<file path="src/rtl/msrv32_redirect_ctrl.sv">
// Control-flow redirect sequencer for the RV32 pipeline.
// Takes JAL/JALR/taken-branch decisions and traps from execute, drives a
// request/acknowledge handshake toward fetch, then holds a flush window
// of FLUSH_CYCLES cycles before execute may proceed again.
//
//   state    | meaning
//   ---------+------------------------------------------------------------
//   ST_IDLE  | no redirect in flight, execute instructions are accepted
//   ST_REQ   | redirect_pc_out offered to fetch, waiting for ready
//   ST_FLUSH | fetch took the target, younger stages still being killed
module msrv32_redirect_ctrl #(
    parameter int unsigned FLUSH_CYCLES = 2,
    parameter int unsigned CNT_W        = 16
) (
    input  logic             clk_in,
    input  logic             rst_n_in,
    input  logic             ex_valid_in,
    output logic             ex_ready_out,
    input  logic [4:0]       opcode_in,
    input  logic             branch_taken_in,
    input  logic [31:0]      pc_in,
    input  logic [31:0]      imm_in,
    input  logic [31:0]      rs_1_in,
    input  logic             trap_in,
    input  logic [31:0]      trap_vector_in,
    output logic             redirect_valid_out,
    output logic [31:0]      redirect_pc_out,
    input  logic             redirect_ready_in,
    output logic             flush_out,
    output logic             misaligned_out,
    output logic [31:0]      misaligned_addr_out,
    output logic [CNT_W-1:0] redirect_count_out
);

    typedef enum logic [1:0] {
        ST_IDLE  = 2'd0,
        ST_REQ   = 2'd1,
        ST_FLUSH = 2'd2
    } state_t;

    localparam logic [4:0] OP_JAL    = 5'b11011;
    localparam logic [4:0] OP_JALR   = 5'b11001;
    localparam logic [4:0] OP_BRANCH = 5'b11000;
    localparam logic [3:0] FLUSH_LOAD = 4'(FLUSH_CYCLES);

    state_t           state_q, state_d;
    logic [3:0]       flush_cnt_q, flush_cnt_d;
    logic [31:0]      redirect_pc_q, redirect_pc_d;
    logic             misaligned_q, misaligned_d;
    logic [31:0]      misaligned_addr_q, misaligned_addr_d;
    logic [CNT_W-1:0] count_q, count_d;

    logic [31:0] pc_rel_sum;
    logic [31:0] reg_rel_sum;
    logic [31:0] target;
    logic        need_redirect;
    logic        accept;

    assign pc_rel_sum  = pc_in + imm_in;
    assign reg_rel_sum = rs_1_in + imm_in;
    assign accept      = (state_q == ST_IDLE) && ex_valid_in && !trap_in;

    // Decode whether the execute instruction changes control flow, and where to.
    always_comb begin
        need_redirect = 1'b0;
        target        = pc_rel_sum;
        case (opcode_in)
            OP_JAL:    need_redirect = 1'b1;
            OP_JALR: begin
                need_redirect = 1'b1;
                target        = {reg_rel_sum[31:1], 1'b0};
            end
            OP_BRANCH: need_redirect = branch_taken_in;
            default:   need_redirect = 1'b0;
        endcase
    end

    // Next-state logic; a trap always takes precedence over the handshake.
    always_comb begin
        state_d           = state_q;
        flush_cnt_d       = flush_cnt_q;
        redirect_pc_d     = redirect_pc_q;
        count_d           = count_q;
        misaligned_d      = 1'b0;
        misaligned_addr_d = misaligned_addr_q;
        case (state_q)
            ST_IDLE: begin
                if (trap_in) begin
                    state_d       = ST_REQ;
                    redirect_pc_d = trap_vector_in;
                end else if (accept && need_redirect) begin
                    if (target[1]) begin
                        misaligned_d      = 1'b1;
                        misaligned_addr_d = target;
                    end else begin
                        state_d       = ST_REQ;
                        redirect_pc_d = target;
                    end
                end
            end
            ST_REQ: begin
                if (trap_in) begin
                    redirect_pc_d = trap_vector_in;
                end else if (redirect_ready_in) begin
                    if (count_q != {CNT_W{1'b1}}) begin
                        count_d = count_q + CNT_W'(1);
                    end
                    if (FLUSH_LOAD == 4'd0) begin
                        state_d = ST_IDLE;
                    end else begin
                        state_d     = ST_FLUSH;
                        flush_cnt_d = FLUSH_LOAD;
                    end
                end
            end
            ST_FLUSH: begin
                if (trap_in) begin
                    state_d       = ST_REQ;
                    redirect_pc_d = trap_vector_in;
                    flush_cnt_d   = 4'd0;
                end else if (flush_cnt_q <= 4'd1) begin
                    state_d     = ST_IDLE;
                    flush_cnt_d = 4'd0;
                end else begin
                    flush_cnt_d = flush_cnt_q - 4'd1;
                end
            end
            default: begin
                state_d     = ST_IDLE;
                flush_cnt_d = 4'd0;
            end
        endcase
    end

    // State and datapath registers with synchronous active-low reset.
    always_ff @(posedge clk_in) begin
        if (!rst_n_in) begin
            state_q           <= ST_IDLE;
            flush_cnt_q       <= 4'd0;
            redirect_pc_q     <= 32'd0;
            misaligned_q      <= 1'b0;
            misaligned_addr_q <= 32'd0;
            count_q           <= '0;
        end else begin
            state_q           <= state_d;
            flush_cnt_q       <= flush_cnt_d;
            redirect_pc_q     <= redirect_pc_d;
            misaligned_q      <= misaligned_d;
            misaligned_addr_q <= misaligned_addr_d;
            count_q           <= count_d;
        end
    end

    assign redirect_valid_out  = (state_q == ST_REQ);
    assign flush_out           = (state_q == ST_REQ) || (state_q == ST_FLUSH);
    assign ex_ready_out        = (state_q == ST_IDLE) && !trap_in;
    assign redirect_pc_out     = redirect_pc_q;
    assign misaligned_out      = misaligned_q;
    assign misaligned_addr_out = misaligned_addr_q;
    assign redirect_count_out  = count_q;

endmodule
</file>
<file path="config.mk">
export PLATFORM = sky130hd
export DESIGN_NAME = msrv32_redirect_ctrl
export DESIGN_NICKNAME = d
export VERILOG_FILES = /design/src/rtl/msrv32_redirect_ctrl.sv
export SDC_FILE = /design/constraint.sdc
export NUM_CORES = 1
export LEC_CHECK = 0
export CORE_MARGIN = 4
export CORE_UTILIZATION = 44
export CTS_CLUSTER_SIZE = 30
export DETAILED_ROUTE_END_ITERATION = 16
export GPL_TIMING_DRIVEN = 0
export PLACE_DENSITY = 0.79
export SLEW_MARGIN = 40
export SYNTH_ARGS = -nofsm -noshare
export SYNTH_HDL_FRONTEND = slang
export SYNTH_SLANG_ARGS = --single-unit
</file>
<file path="constraint.sdc">
create_clock -name clk_in -period 3.2 [get_ports clk_in]
set_input_delay 0.64 -clock clk_in [delete_from_list [all_inputs] [get_ports clk_in]]
set_output_delay 0.64 -clock clk_in [all_outputs]
set_load 0.1 [all_outputs]
</file>
==> flow_summary.toml <==
[status]
status = "complete, no violations"

[die]
initial_utilization_pct = 44.7
num_rows = 47
core_sq_um = 16500
die_x_microns = 137
die_area_sq_um = 18900
ioPinCount = 223
chipHeight_microns = 137

[critical_path]
timing.critical_path.max_delay_family = "compound AO/OA/AOI/OAI gates"
worst-endpoint-arrival_ns = 3.43
critical_path_buf_inv_count = 3
critical_path.reg2reg.endpoint = "redirect_pc_out[18]"
critPathKind = "input port to register"
critical_path_peak_fanout = 7
depth_of_the_most_critical_reg_to_reg_path = 10
most_frequent_cell_on_the_critical_path = "buf_4"
cp_slowest_stage_delay_ns = 0.41
end_kind = "register"
required_ns = 3.46
worst_path_max_delay_cell = "clkdlybuf4s50_1"
rrSetupSlack_ns = 0.48
cp-start-kind = "input port"
rr_startpoint = "state_q[0]"
worstPathCellList = "clkdlybuf4s50_1 -> ha_1 -> buf_4 -> o21ai_0 -> nand2b_1 -> nand3_2 -> a21oi_4 -> a311oi_4 -> o31ai_4 -> buf_4 -> a31oi_2 -> xnor2_1 -> nand2_1 -> a311oi_1"

[timing]
min_period_over_period_pct = 99.2
relSlewSlack_pct = 45.1
rsz0062_at_grt = "yes"
setup_viol = 0
max_freq_mhz = 315
setup_slack_ns = 0.0271
clock_skew_ns = 0.00581
report.final.slew_viol_count = 0
tightestPinTransition_ns = 0.823
final_period_minus_worst_setup_slack_ns = 3.17
finalHoldViolCount = 0

[logic_synthesis]
synth_sequential_area_ratio_pct = 23.7
async_reset_ff_share_pct = 0
post_synth_inst_count = 957
syn_area_sq_um = 7360
yosysWarnings = 0
yosys_most_used_dff = "dfxtp_1"
syn-mean-instance-area_sq_um = 7.69
synth_edf_count = 0
postSynthRegisterBits = 87
netlist_cell_types = 78
syn-num-nets = 1166

[clock_tree]
clock_tree_buf_depth = 2
cts_num_sinks = 87
clock_tree.root_cell = "clkbuf_16"
clk_pin_slew_ns = 0.06
clkLatencyLatePin_ns = 0.35
num_cts_buffers = 9
clock_tree.htree_level_count = 3
tritoncts = "done"

[power]
ir_drop_uv = 469
power-per-cell-area_nw_per_um2 = 537
total_leakage_power_nw = 4.69
power_w = 0.00576

[hold_path]
worst_hold_startpoint = "redirect_pc_out[10]"
timing.hold.worst_path_depth = 2
worstHoldEndpoint = "redirect_pc_out[10]"
hold_path.class = "register to register"

[routing]
drt_first_pass_iters = 5
ant_nets = 0
wirelength_microns = 28000
post_drt_wl_per_cell_microns = 19.3
drt_iter0_markers = 627
total_via_count_in_the_routed_design = 8438
avgViaCountPerCell = 5.84
route.detailed.drc = 0

[finish]
final_net_count = 1429
areaGrowthSynthToFinish_pct = 45.8
post_route_cells_drive_above_1_share_pct = 22.3
postLayoutCellArea_sq_um = 10700

[global_route]
grt_antenna_before_repair = 0
largest_net_degree_at_the_start_of_global_routing = 16
global_route_wire_length_before_repair_microns = 40400
track_usage_pct = 27.3
gr-total-overflow = 0
first_global_vias = 7914

[place]
finalWeightedCongestion = 0.955
dpl_worst_slack_ns = -0.933
total_of_buffers_placed_on_input_and_output_ports = 221
postPlaceCellArea_sq_um = 9430
detailed_placer_s_ending_hpwl_microns = 21200

[flow_run]
maxCapViolCount = 0
placed cells by master, fill, tap and decap left out, types with 7 or more instances in the layout:
cell type	synthesis	routed
nand4_1	14	14
nor3_1	23	23
nand3_1	44	42
clkbuf_2	2	9
nor2_1	107	106
clkdlybuf4s50_1	0	91
a21oi_2	4	12
buf_2	7	88
dlymetal6s2s_1	0	32
nor3b_1	12	11
ha_1	68	34
o211ai_1	14	14
nand2_1	71	69
a31oi_1	12	8
dfxtp_1	87	87
ha_2	0	8
ha_4	0	26
buf_4	0	38
a21oi_1	95	83
and3_1	8	8
a21o_1	45	45
nor2b_1	12	10
nand2b_1	11	11
o21ai_0	51	42
clkbuf_1	39	32
inv_1	24	22
xnor2_1	35	35
xor2_1	22	21
or3_1	8	7
clkbuf_16	0	9
a211oi_1	23	21
mux2i_1	11	9
o21ai_1	10	14
registers in the layout, summed over array words and instances, names as in the netlist:
| register | count |
|---|---|
| flush_cnt_q | 4 |
| misaligned_addr_out | 32 |
| misaligned_out | 1 |
| redirect_count_out | 16 |
| redirect_pc_out | 32 |
| state_q | 2 |
how the worst max path moves through the flow:
stage	start	end	slack (ns)	cells after the start
floorplan	pc_in[0]	redirect_pc_out[30]	0.04	13
global placement	imm_in[0]	redirect_pc_out[30]	-0.85	14
detailed placement	imm_in[0]	redirect_pc_out[30]	-0.93	14
CTS	imm_in[14]	redirect_pc_out[29]	-0.02	12
global route	rs_1_in[4]	redirect_pc_out[19]	-0.06	12
finish	pc_in[12]	redirect_pc_out[25]	0.03	14
cell type report:
cell class / count / area, sq um
timing repair buffer: 257 / 2110
clock buffer: 10 / 229
clock inverter: 6 / 70.1
sequential: 87 / 1740
multi-input combinational: 797 / 6010
antenna: 1 / 2.50
inverter: 24 / 90.1
fill: 1416 / 5740
buffer: 44 / 201
tap: 220 / 275
Yosys cell counts, drive strengths merged, types with 3 or more instances:
master	instances	share of area (%)
nor2	107	5.5
a21oi	99	6.9
dfxtp	87	24
nand2	72	3.7
ha	68	12
o21ai	63	4.4
a21o	45	4.6
nand3	44	3.0
clkbuf	41	2.1
xnor2	35	4.2
a211oi	24	2.5
inv	24	1.2
nor3	24	1.7
xor2	22	2.6
nand4	14	1.2
o211ai	14	1.4
nor3b	13	1.4
a31oi	12	1.0
mux2i	12	1.7
nor2b	12	1.0
nand2b	11	0.94
or3	10	0.94
and3	8	0.68
buf	8	0.53
o21a	7	0.71
a311oi	6	0.88
nand3b	6	0.61
a21boi	5	0.56
and2	5	0.43
o21bai	5	0.51
o221ai	5	0.68
mux2	4	0.61
a211o	3	0.36
nor4b	3	0.44
o2111ai	3	0.68
o211a	3	0.41
o31ai	3	0.75
or2	3	0.26
per-stage QoR:
stage	utilization (%)	hold slack [ns]	std cells	TNS, ns
2_1_floorplan	-	0.441	957	0
3_3_place_gp	59.8	0.441	1398	-32.78
3_5_place_dp	57.3	0.441	1398	-33.27
4_1_cts	61.8	0.450	1428	-0.0675
5_1_grt	65.1	0.469	1445	-0.154
6_report	65.2	0.449	1446	0
logic make-up (layout without fill, tap and decap cells):
| logic type | after synthesis | count (layout) | share of synthesized area (%) |
|---|---|---|---|
| compound gates | 315 | 315 | 28.7 |
| xor+xnor | 57 | 57 | 6.79 |
| fa+ha+maj | 70 | 70 | 12.1 |
| buf+inv | 73 | 341 | 3.88 |
| flops | 87 | 87 | 23.7 |
| mux | 16 | 16 | 2.30 |
| other cells | 0 | 1 | 0 |
| simple gates | 339 | 339 | 22.5 |
metal layers:
metal  part of all wire, %  wire, microns  track usage (%)  up-vias
met5                     0              0                0        -
met4                   3.9           1090             12.1        0
met3                   7.5           2090             3.43       69
met2                    48          13300             46.0      400
met1                    41          11500             34.9     3938
li1                      -              -                -     4031
report_power, final:
| group | leakage (nW) | switching, W | internal, W |
|---|---|---|---|
| combinational | 3.84 | 0.00239 | 0.000998 |
| clock | 0.141 | 0.000454 | 0.000611 |
| sequential | 0.707 | 0.0000818 | 0.00123 |
| total | 4.69 | 0.00293 | 0.00283 |
worst min-delay path, delay by kind of cell, from the launching register on:
family,cells,cell delay (ns)
flops,1,0.30
simple gates,1,0.05
compound gates,1,0.05
timing repair:
item,in CTS,in global routing
pin swaps,40,62
hold buffers,0,0
setup endpoints to repair,48,47
cloned,0,0
buffers inserted,17,19
gates resized for setup,84,118
Note: power is estimated with default switching activity, not from simulation.
